`src/rtl/fib_rf_sequencer.sv`:
```
//============================================================================
// Module      : fib_rf_sequencer
// Description : Drives a 2-read/1-write register bank to compute F(0)..F(n).
//               Every term is written into a ring of bank registers. F(n)
//               and a sticky overflow flag are returned on a start/busy/done
//               handshake.
// Revision    : 1.0 - initial release
//============================================================================
`default_nettype none

module fib_rf_sequencer #(
    parameter int DATA_W   = 32,
    parameter int ADDR_W   = 5,
    parameter int BASE_REG = 1,
    parameter int RING_LEN = 4,
    parameter int N_W      = 6
) (
    input  logic              clk,
    input  logic              arst_n,
    input  logic              start,
    input  logic [N_W-1:0]    n_in,
    output logic              busy,
    output logic              done,
    output logic [DATA_W-1:0] result,
    output logic              overflow,
    output logic              rf_write_en,
    output logic [ADDR_W-1:0] rf_write_dir,
    output logic [DATA_W-1:0] rf_write_data,
    output logic [ADDR_W-1:0] rf_read_dir1,
    output logic [ADDR_W-1:0] rf_read_dir2,
    input  logic [DATA_W-1:0] rf_read_data1,
    input  logic [DATA_W-1:0] rf_read_data2
);

    // Ring bounds and the first three ring slots, ptr(0)..ptr(2).
    // RING_LEN >= 3 keeps BASE_REG+2 inside the ring.
    localparam logic [ADDR_W-1:0] C_RING_FIRST = ADDR_W'(BASE_REG);
    localparam logic [ADDR_W-1:0] C_RING_LAST  = ADDR_W'(BASE_REG + RING_LEN - 1);
    localparam logic [ADDR_W-1:0] C_PTR1       = ADDR_W'(BASE_REG + 1);
    localparam logic [ADDR_W-1:0] C_PTR2       = ADDR_W'(BASE_REG + 2);

    typedef enum logic [2:0] {
        ST_IDLE  = 3'd0,
        ST_INIT0 = 3'd1,
        ST_INIT1 = 3'd2,
        ST_CALC  = 3'd3,
        ST_DONE  = 3'd4
    } state_t;

    state_t              state_q,    state_d;
    logic [N_W-1:0]      n_q,        n_d;
    logic [N_W-1:0]      k_q,        k_d;
    // Three rotating ring pointers: ptr(k-2), ptr(k-1) and ptr(k).
    logic [ADDR_W-1:0]   p_km2_q,    p_km2_d;
    logic [ADDR_W-1:0]   p_km1_q,    p_km1_d;
    logic [ADDR_W-1:0]   p_k_q,      p_k_d;
    logic                busy_q,     busy_d;
    logic                done_q,     done_d;
    logic [DATA_W-1:0]   result_q,   result_d;
    logic                overflow_q, overflow_d;

    logic [DATA_W:0]     sum;
    logic [ADDR_W-1:0]   p_k_next;
    logic [ADDR_W-1:0]   done_ptr;

    // Carry-extended sum of the two previous terms.
    always_comb begin
        sum = {1'b0, rf_read_data1} + {1'b0, rf_read_data2};
    end

    // Next ring slot after ptr(k), wrapping back to the first ring register.
    always_comb begin
        p_k_next = (p_k_q == C_RING_LAST) ? C_RING_FIRST : p_k_q + 1'b1;
    end

    // Location of F(n): n=0 and n=1 finish before the pointers ever rotate.
    always_comb begin
        if (n_q == '0) begin
            done_ptr = p_km2_q;
        end else if (n_q == N_W'(1)) begin
            done_ptr = p_km1_q;
        end else begin
            done_ptr = p_k_q;
        end
    end

    // Sequencer next-state, bank access and handshake logic.
    always_comb begin
        state_d       = state_q;
        n_d           = n_q;
        k_d           = k_q;
        p_km2_d       = p_km2_q;
        p_km1_d       = p_km1_q;
        p_k_d         = p_k_q;
        busy_d        = busy_q;
        done_d        = 1'b0;
        result_d      = result_q;
        overflow_d    = overflow_q;
        rf_write_en   = 1'b0;
        rf_write_dir  = '0;
        rf_write_data = '0;
        rf_read_dir1  = '0;
        rf_read_dir2  = '0;

        case (state_q)
            ST_IDLE: begin
                if (start) begin
                    n_d        = n_in;
                    k_d        = '0;
                    overflow_d = 1'b0;
                    result_d   = '0;
                    busy_d     = 1'b1;
                    p_km2_d    = C_RING_FIRST;
                    p_km1_d    = C_PTR1;
                    p_k_d      = C_PTR2;
                    state_d    = ST_INIT0;
                end
            end
            ST_INIT0: begin
                rf_write_en   = 1'b1;
                rf_write_dir  = p_km2_q;
                rf_write_data = '0;
                state_d       = (n_q == '0) ? ST_DONE : ST_INIT1;
            end
            ST_INIT1: begin
                rf_write_en   = 1'b1;
                rf_write_dir  = p_km1_q;
                rf_write_data = DATA_W'(1);
                k_d           = N_W'(2);
                state_d       = (n_q == N_W'(1)) ? ST_DONE : ST_CALC;
            end
            ST_CALC: begin
                rf_read_dir1  = p_km2_q;
                rf_read_dir2  = p_km1_q;
                rf_write_en   = 1'b1;
                rf_write_dir  = p_k_q;
                rf_write_data = sum[DATA_W-1:0];
                if (sum[DATA_W]) begin
                    overflow_d = 1'b1;
                end
                if (k_q == n_q) begin
                    state_d = ST_DONE;
                end else begin
                    k_d     = k_q + 1'b1;
                    p_km2_d = p_km1_q;
                    p_km1_d = p_k_q;
                    p_k_d   = p_k_next;
                end
            end
            ST_DONE: begin
                rf_read_dir1 = done_ptr;
                result_d     = rf_read_data1;
                done_d       = 1'b1;
                busy_d       = 1'b0;
                state_d      = ST_IDLE;
            end
            default: begin
                state_d = ST_IDLE;
                busy_d  = 1'b0;
            end
        endcase
    end

    // State and output registers; reset aborts any run without a done pulse.
    always_ff @(posedge clk or negedge arst_n) begin
        if (!arst_n) begin
            state_q    <= ST_IDLE;
            n_q        <= '0;
            k_q        <= '0;
            p_km2_q    <= C_RING_FIRST;
            p_km1_q    <= C_PTR1;
            p_k_q      <= C_PTR2;
            busy_q     <= 1'b0;
            done_q     <= 1'b0;
            result_q   <= '0;
            overflow_q <= 1'b0;
        end else begin
            state_q    <= state_d;
            n_q        <= n_d;
            k_q        <= k_d;
            p_km2_q    <= p_km2_d;
            p_km1_q    <= p_km1_d;
            p_k_q      <= p_k_d;
            busy_q     <= busy_d;
            done_q     <= done_d;
            result_q   <= result_d;
            overflow_q <= overflow_d;
        end
    end

    assign busy     = busy_q;
    assign done     = done_q;
    assign result   = result_q;
    assign overflow = overflow_q;

endmodule

`default_nettype wire

```
`config.mk`:
```
export PLATFORM = sky130hd
export DESIGN_NAME = fib_rf_sequencer
export DESIGN_NICKNAME = d
export VERILOG_FILES = /design/src/rtl/fib_rf_sequencer.sv
export SDC_FILE = /design/constraint.sdc
export NUM_CORES = 1
export LEC_CHECK = 0
export BUFFER_PORTS_ARGS = -buffer_cell sky130_fd_sc_hd__buf_4
export CORE_MARGIN = 2
export CORE_UTILIZATION = 30
export CTS_CLUSTER_SIZE = 25
export DETAILED_ROUTE_END_ITERATION = 7
export PLACE_DENSITY = 0.59
export SLEW_MARGIN = 20
export SYNTH_ARGS = -nofsm -noshare
export SYNTH_HDL_FRONTEND = slang
export SYNTH_SLANG_ARGS = --single-unit
```
`constraint.sdc`:
```
create_clock -name clk -period 6.29 [get_ports clk]
set_clock_uncertainty 0.05 [all_clocks]
set_input_delay 0.9435 -clock clk [delete_from_list [all_inputs] [get_ports clk]]
set_output_delay 0.9435 -clock clk [all_outputs]
set_load 0.005 [all_outputs]
```
# --- After elaboration in Yosys (flattened, before gate mapping) ---
# Cells that the tools add are included.
word_totals:
  wordCells: 71
  regBits: 65
op_classes:
  n_eq_ne: 11
  bitwise_logic: 1
  reduce_logical: 13
  addsub: 3
  n_mux: 33
ops:
  columns: ["op", "n"]
  rows:
  - ["$pmux W32 S2", 2]
  - ["$mux W5", 10]
  - ["$pmux W5 S2", 4]
  - ["$add A32 B32 Y33", 1]
  - ["$mux W32", 1]
  - ["$pmux W6 S3", 1]
  - ["$pmux W5 S3", 1]
  - ["$mux W3", 4]
  - ["$mux W6", 2]
  - ["$pmux W3 S4", 1]
  - ["$reduce_and A3 Y1", 3]
  - ["$ne A2 B2 Y1 const B", 4]
  - ["$reduce_and A2 Y1", 4]
  - ["$add A6 B1 Y6 const B", 1]
  - ["$eq A3 B2 Y1 const B", 2]
  - ["$eq A6 B1 Y1 const B", 1]
  - ["$eq A6 B6 Y1", 1]
  - ["$logic_not A6 Y1", 1]
  - ["$add A5 B1 Y5 const B", 1]
  - ["$eq A5 B3 Y1 const B", 1]
  - ["$mux W1", 5]
  - ["$pmux W1 S2", 2]
  - ["$reduce_bool A2 Y1", 2]
  - ["$eq A3 B1 Y1 const B", 1]
  - ["5 further kinds", 5]

# --- Logic depth before layout (Yosys ltp) ---
depth:
  word_depth: 4
  depth_mapped: 10
  ltp_nobuf: 10

# --- Worst setup path after synthesis ---
# OpenSTA, ideal clock, no wires.
synth_path:
  path_kind: "input port to output port"
  start: "in rf_read_data1[0]"
  end: "out rf_write_data[30]"
  path_buffers: 0
  required_time_ns: 5.296
  t_arrival_ns: 2.960
  slack_ns: 2.337
  path_stages: 10
  cell_sequence: "ha_1 inv_1 fa_1 nand2b_1 a21o_1 a2111o_1 a31oi_1 a41oi_1 xor2_1 nor2_1"
synth_between:
  elab_chain_len: 2
synth_lines:
  columns: ["item", "line_no", "source"]
  rows:
  - ["from (decl)", "31", "input logic [DATA_W-1:0] rf_read_data1,"]
  - ["$add A32 B32 Y33", "68", "sum = {1'b0, rf_read_data1} + {1'b0, rf_read_data2};"]
  - ["$pmux W32 S2", "105", "case (state_q)"]
  - ["to (decl)", "28", "output logic [DATA_W-1:0] rf_write_data,"]
# No other way between the ends.

# --- Final worst setup path ---
# Same ends and word-level chain as after synthesis.

==> impl_metrics.yaml <==
outcome:
  outcome: "finished clean"
clocking:
  cts.hold.buffers_added: 0
  post-cts-setup-buffer-count: 0
  root_buffer: "clkbuf_16"
  clockBufferDepth: 2
  ctsResizeCount: 0
  cts.reportedPaths.clkPinSlew_ns: 0.06
  cts_buffers: 9
  clock_latency_ns: 0.34
  cts_sinks: 65
  h-tree-depth: 3
  cts_tree: "done"
yosys:
  avgSynthCellArea_sq_um: 8.513
  synth_ff_type: "dfrtp_1"
  ys_seq_elements: 65
  ys_warn_count: 0
  synth-edff-count: 0
  synth-async-reset-ratio_pct: 100.0
  yosysTopAreaCell: "dfrtp_1"
  seq_area_frac_synth_pct: 32.71
  synth_area_sq_um: 4989
  yosys.cell_types.count: 70
  synthTopCellsByArea: "dfrtp_1 (31%), ha_1 (8.8%), a22o_1 (5.4%)"
  synth_cells: 586
  netlist.area_leader.share_pct: 30.60
  syn_nets: 695
critical_path:
  path_max_fanout: 4
  end_kind: "output pin"
  reg2reg_depth: 6
  crit_type: "in -> out"
  start_kind: "primary input"
  arrival_ns: 3.55
  required_ns: 5.30
global_routing:
  grt_use_total_pct: 17.74
  grt_antenna_before_repair: 0
  grt-ovfl-total: 0
  grt_pass1_vias: 4760
  grt_pass1_wl_um: 25140
  grt_start_max_net_pins: 66
die:
  die_y_um: 133.0
  die-area_sq_um: 17680
  start_util_pct: 30.40
  row_count: 47
  pin_count: 156
  core_sq_um: 16410
  die_w_um: 133.0
layout:
  area_delta_synth_final_pct: 34.41
  layout_common_cells: "buf_4 (160), nand2_1 (66), nor2_1 (65), dfrtp_1 (61)"
  mostFrequentLayoutCell: "buf_4"
  fin_nets: 835
  antenna_cells: 0
  drive_above_1_share_pct: 27.50
  n_fill_cell: 1684
timing:
  max_clock_freq_mhz: 219.9
  fin_setup_tns_ns: 0
  maxSlewHeadroom_pct: 41.90
  period_share_pct: 72.29
  slew_viol_final: 0
  period_minus_slack_ns: 4.547
  post-route-worst-setup-slack_ns: 1.743
  worst_pin_slew_ns: 0.8714
  hold_viol: 0
  finalSetupViolations: 0
  rsz0062_at_grt: "false"
detailed_routing:
  routed_wl_um: 15510
  drc: 0
  first_pass_iters: 4
  vias: 4786
  drtAntennaViolNets: 0
  wl_met1_um: 7333
  post_drt_wl_per_cell_um: 16.31
  wl_met3_um: 953
  post_drt_via_cell_ratio: 5.033
  drt_iter0_markers: 257
  top_layer: "met4"
  met2WireLength_um: 6976
power_and_ir_drop:
  p_leak_nw: 3.294
  vdd_drop_max_mv: 0.2738
  pwr-share-comb_pct: 48.5
  seqPwrFrac_pct: 27.8
  swShare_pct: 37.78
  p_int_mw: 1.683
  p_switching_mw: 1.022
  p_clk_share_pct: 23.7
  p_per_area_nw_per_um2: 403.3
placed_design:
  hpwl_um: 11570
  io_buffers: 155
  dp_slack_ns: 1.707
  place_congestion: 0.8072
flow_run:
  cap_violations: 0
hold_path:
  hold_path_class: "reg -> reg"
  hold_depth: 2
==> sequential cells by signal, indices dropped and copies added, names as in the netlist <==
| register | cells |
|---|---|
| k_q | 6 |
| busy | 1 |
| p_k_q | 5 |
| done | 1 |
| p_km1_q | 5 |
| result | 32 |
| n_q | 6 |
| state_q | 3 |
| overflow | 1 |
| p_km2_q | 5 |
==> layout make-up <==
class	count	area (sq um)	area share, %
Clock buffer	11	242.7	3.620
Clock inverter	5	127.6	1.903
Inverter	17	63.81	0.9517
Multi-Input combinational cell	473	3163	47.17
Sequential cell	65	1632	24.33
Tap cell	220	275.3	4.105
Timing Repair Buffer	160	1201	17.91
==> routing by layer <==
layer	vias up	GRT usage, %
met5	-	0
met4	0	5.914
met3	18	3.755
met2	151	28.21
met1	2217	23.99
li1	2400	-
==> stage by stage <==
step | utilization (%) | cell area [sq um] | hold slack, ns | power, mW | instances
final | 40.87 | 6705 | 0.4451 | 2.704 | 951
after global routing | 40.87 | 6705 | 0.4631 | 2.911 | 951
after CTS | 40.87 | 6705 | 0.4530 | 2.737 | 951
after detailed placement | 38.61 | 6335 | 0.4330 | 2.080 | 935
after global placement | 38.61 | 6335 | 0.4239 | 2.073 | 935
after floorplan | - | 4989 | 0.4233 | 1.475 | 586
==> final timing paths <==
| path | startpoint | to | slack [ns] |
|---|---|---|---|
| max in group asynchronous | arst_n | result[7] | 4.96 |
| setup reg to reg | state_q[2] | p_km2_q[2] | 3.53 |
| hold reg to reg | result[1] | result[1] | 0.45 |
| hold / removal | result[1] | result[1] | 0.45 |
| min in group asynchronous | arst_n | p_km2_q[1] | 0.68 |
| setup / recovery | rf_read_data1[0] | rf_write_data[30] | 1.74 |
==> worst max-delay path, stage by stage <==
cell      delay [ns]
buf_4           0.09
ha_1            0.19
inv_1           0.07
fa_1            0.41
nand2b_1        0.18
a21o_1          0.21
a2111o_1        0.40
a31oi_1         0.45
a41oi_1         0.21
xor2_1          0.17
nor2_1          0.09
buf_4           0.13
==> power groups by stage <==
stage          Combinational (mW)  Sequential, mW  Clock, mW
6_report                     1.31           0.753      0.641
5_1_grt                      1.45           0.779      0.679
4_1_cts                      1.33           0.753      0.655
3_5_place_dp                 1.33           0.754          0
3_3_place_gp                 1.32           0.758          0
2_1_floorplan               0.765           0.710          0
==> cells in the mapped netlist, types with 2 or more instances <==
| cell | instances |
|---|---|
| clkbuf_1 | 20 |
| and3_1 | 9 |
| buf_4 | 4 |
| dfrtp_1 | 61 |
| xor2_1 | 20 |
| a21boi_1 | 2 |
| a211oi_1 | 2 |
| nand3_1 | 17 |
| a2111o_1 | 2 |
| nand2_1 | 66 |
| o31ai_1 | 5 |
| mux2_2 | 5 |
| or2_1 | 2 |
| a21oi_1 | 37 |
| buf_2 | 6 |
| inv_1 | 15 |
| o21ai_1 | 5 |
| a2bb2oi_1 | 2 |
| a21oi_2 | 3 |
| dfstp_2 | 4 |
| o21ai_0 | 37 |
| a31oi_1 | 5 |
| nor2_1 | 66 |
| a21o_1 | 15 |
| and2_1 | 8 |
| a211o_1 | 3 |
| ha_1 | 35 |
| o21a_1 | 11 |
| o211ai_1 | 5 |
| nand4_1 | 4 |
| or3_1 | 8 |
| nand2b_1 | 5 |
| a221oi_1 | 2 |
| nor3_1 | 5 |
| mux2i_1 | 15 |
| xnor2_1 | 11 |
| a22o_1 | 31 |
==> logic make-up after synthesis <==
| kind of cell | after synthesis | synth area share, % |
|---|---|---|
| AOI/OAI and AO/OA | 186 | 25.83 |
| DFF | 65 | 32.71 |
| muxes | 20 | 4.138 |
| xor gates and xnor gates | 31 | 5.443 |
| and+or+nand+nor | 200 | 18.64 |
| buffers and inverters | 48 | 4.063 |
| adders and majority gates | 36 | 9.180 |
(Power assumes the default switching activity.)
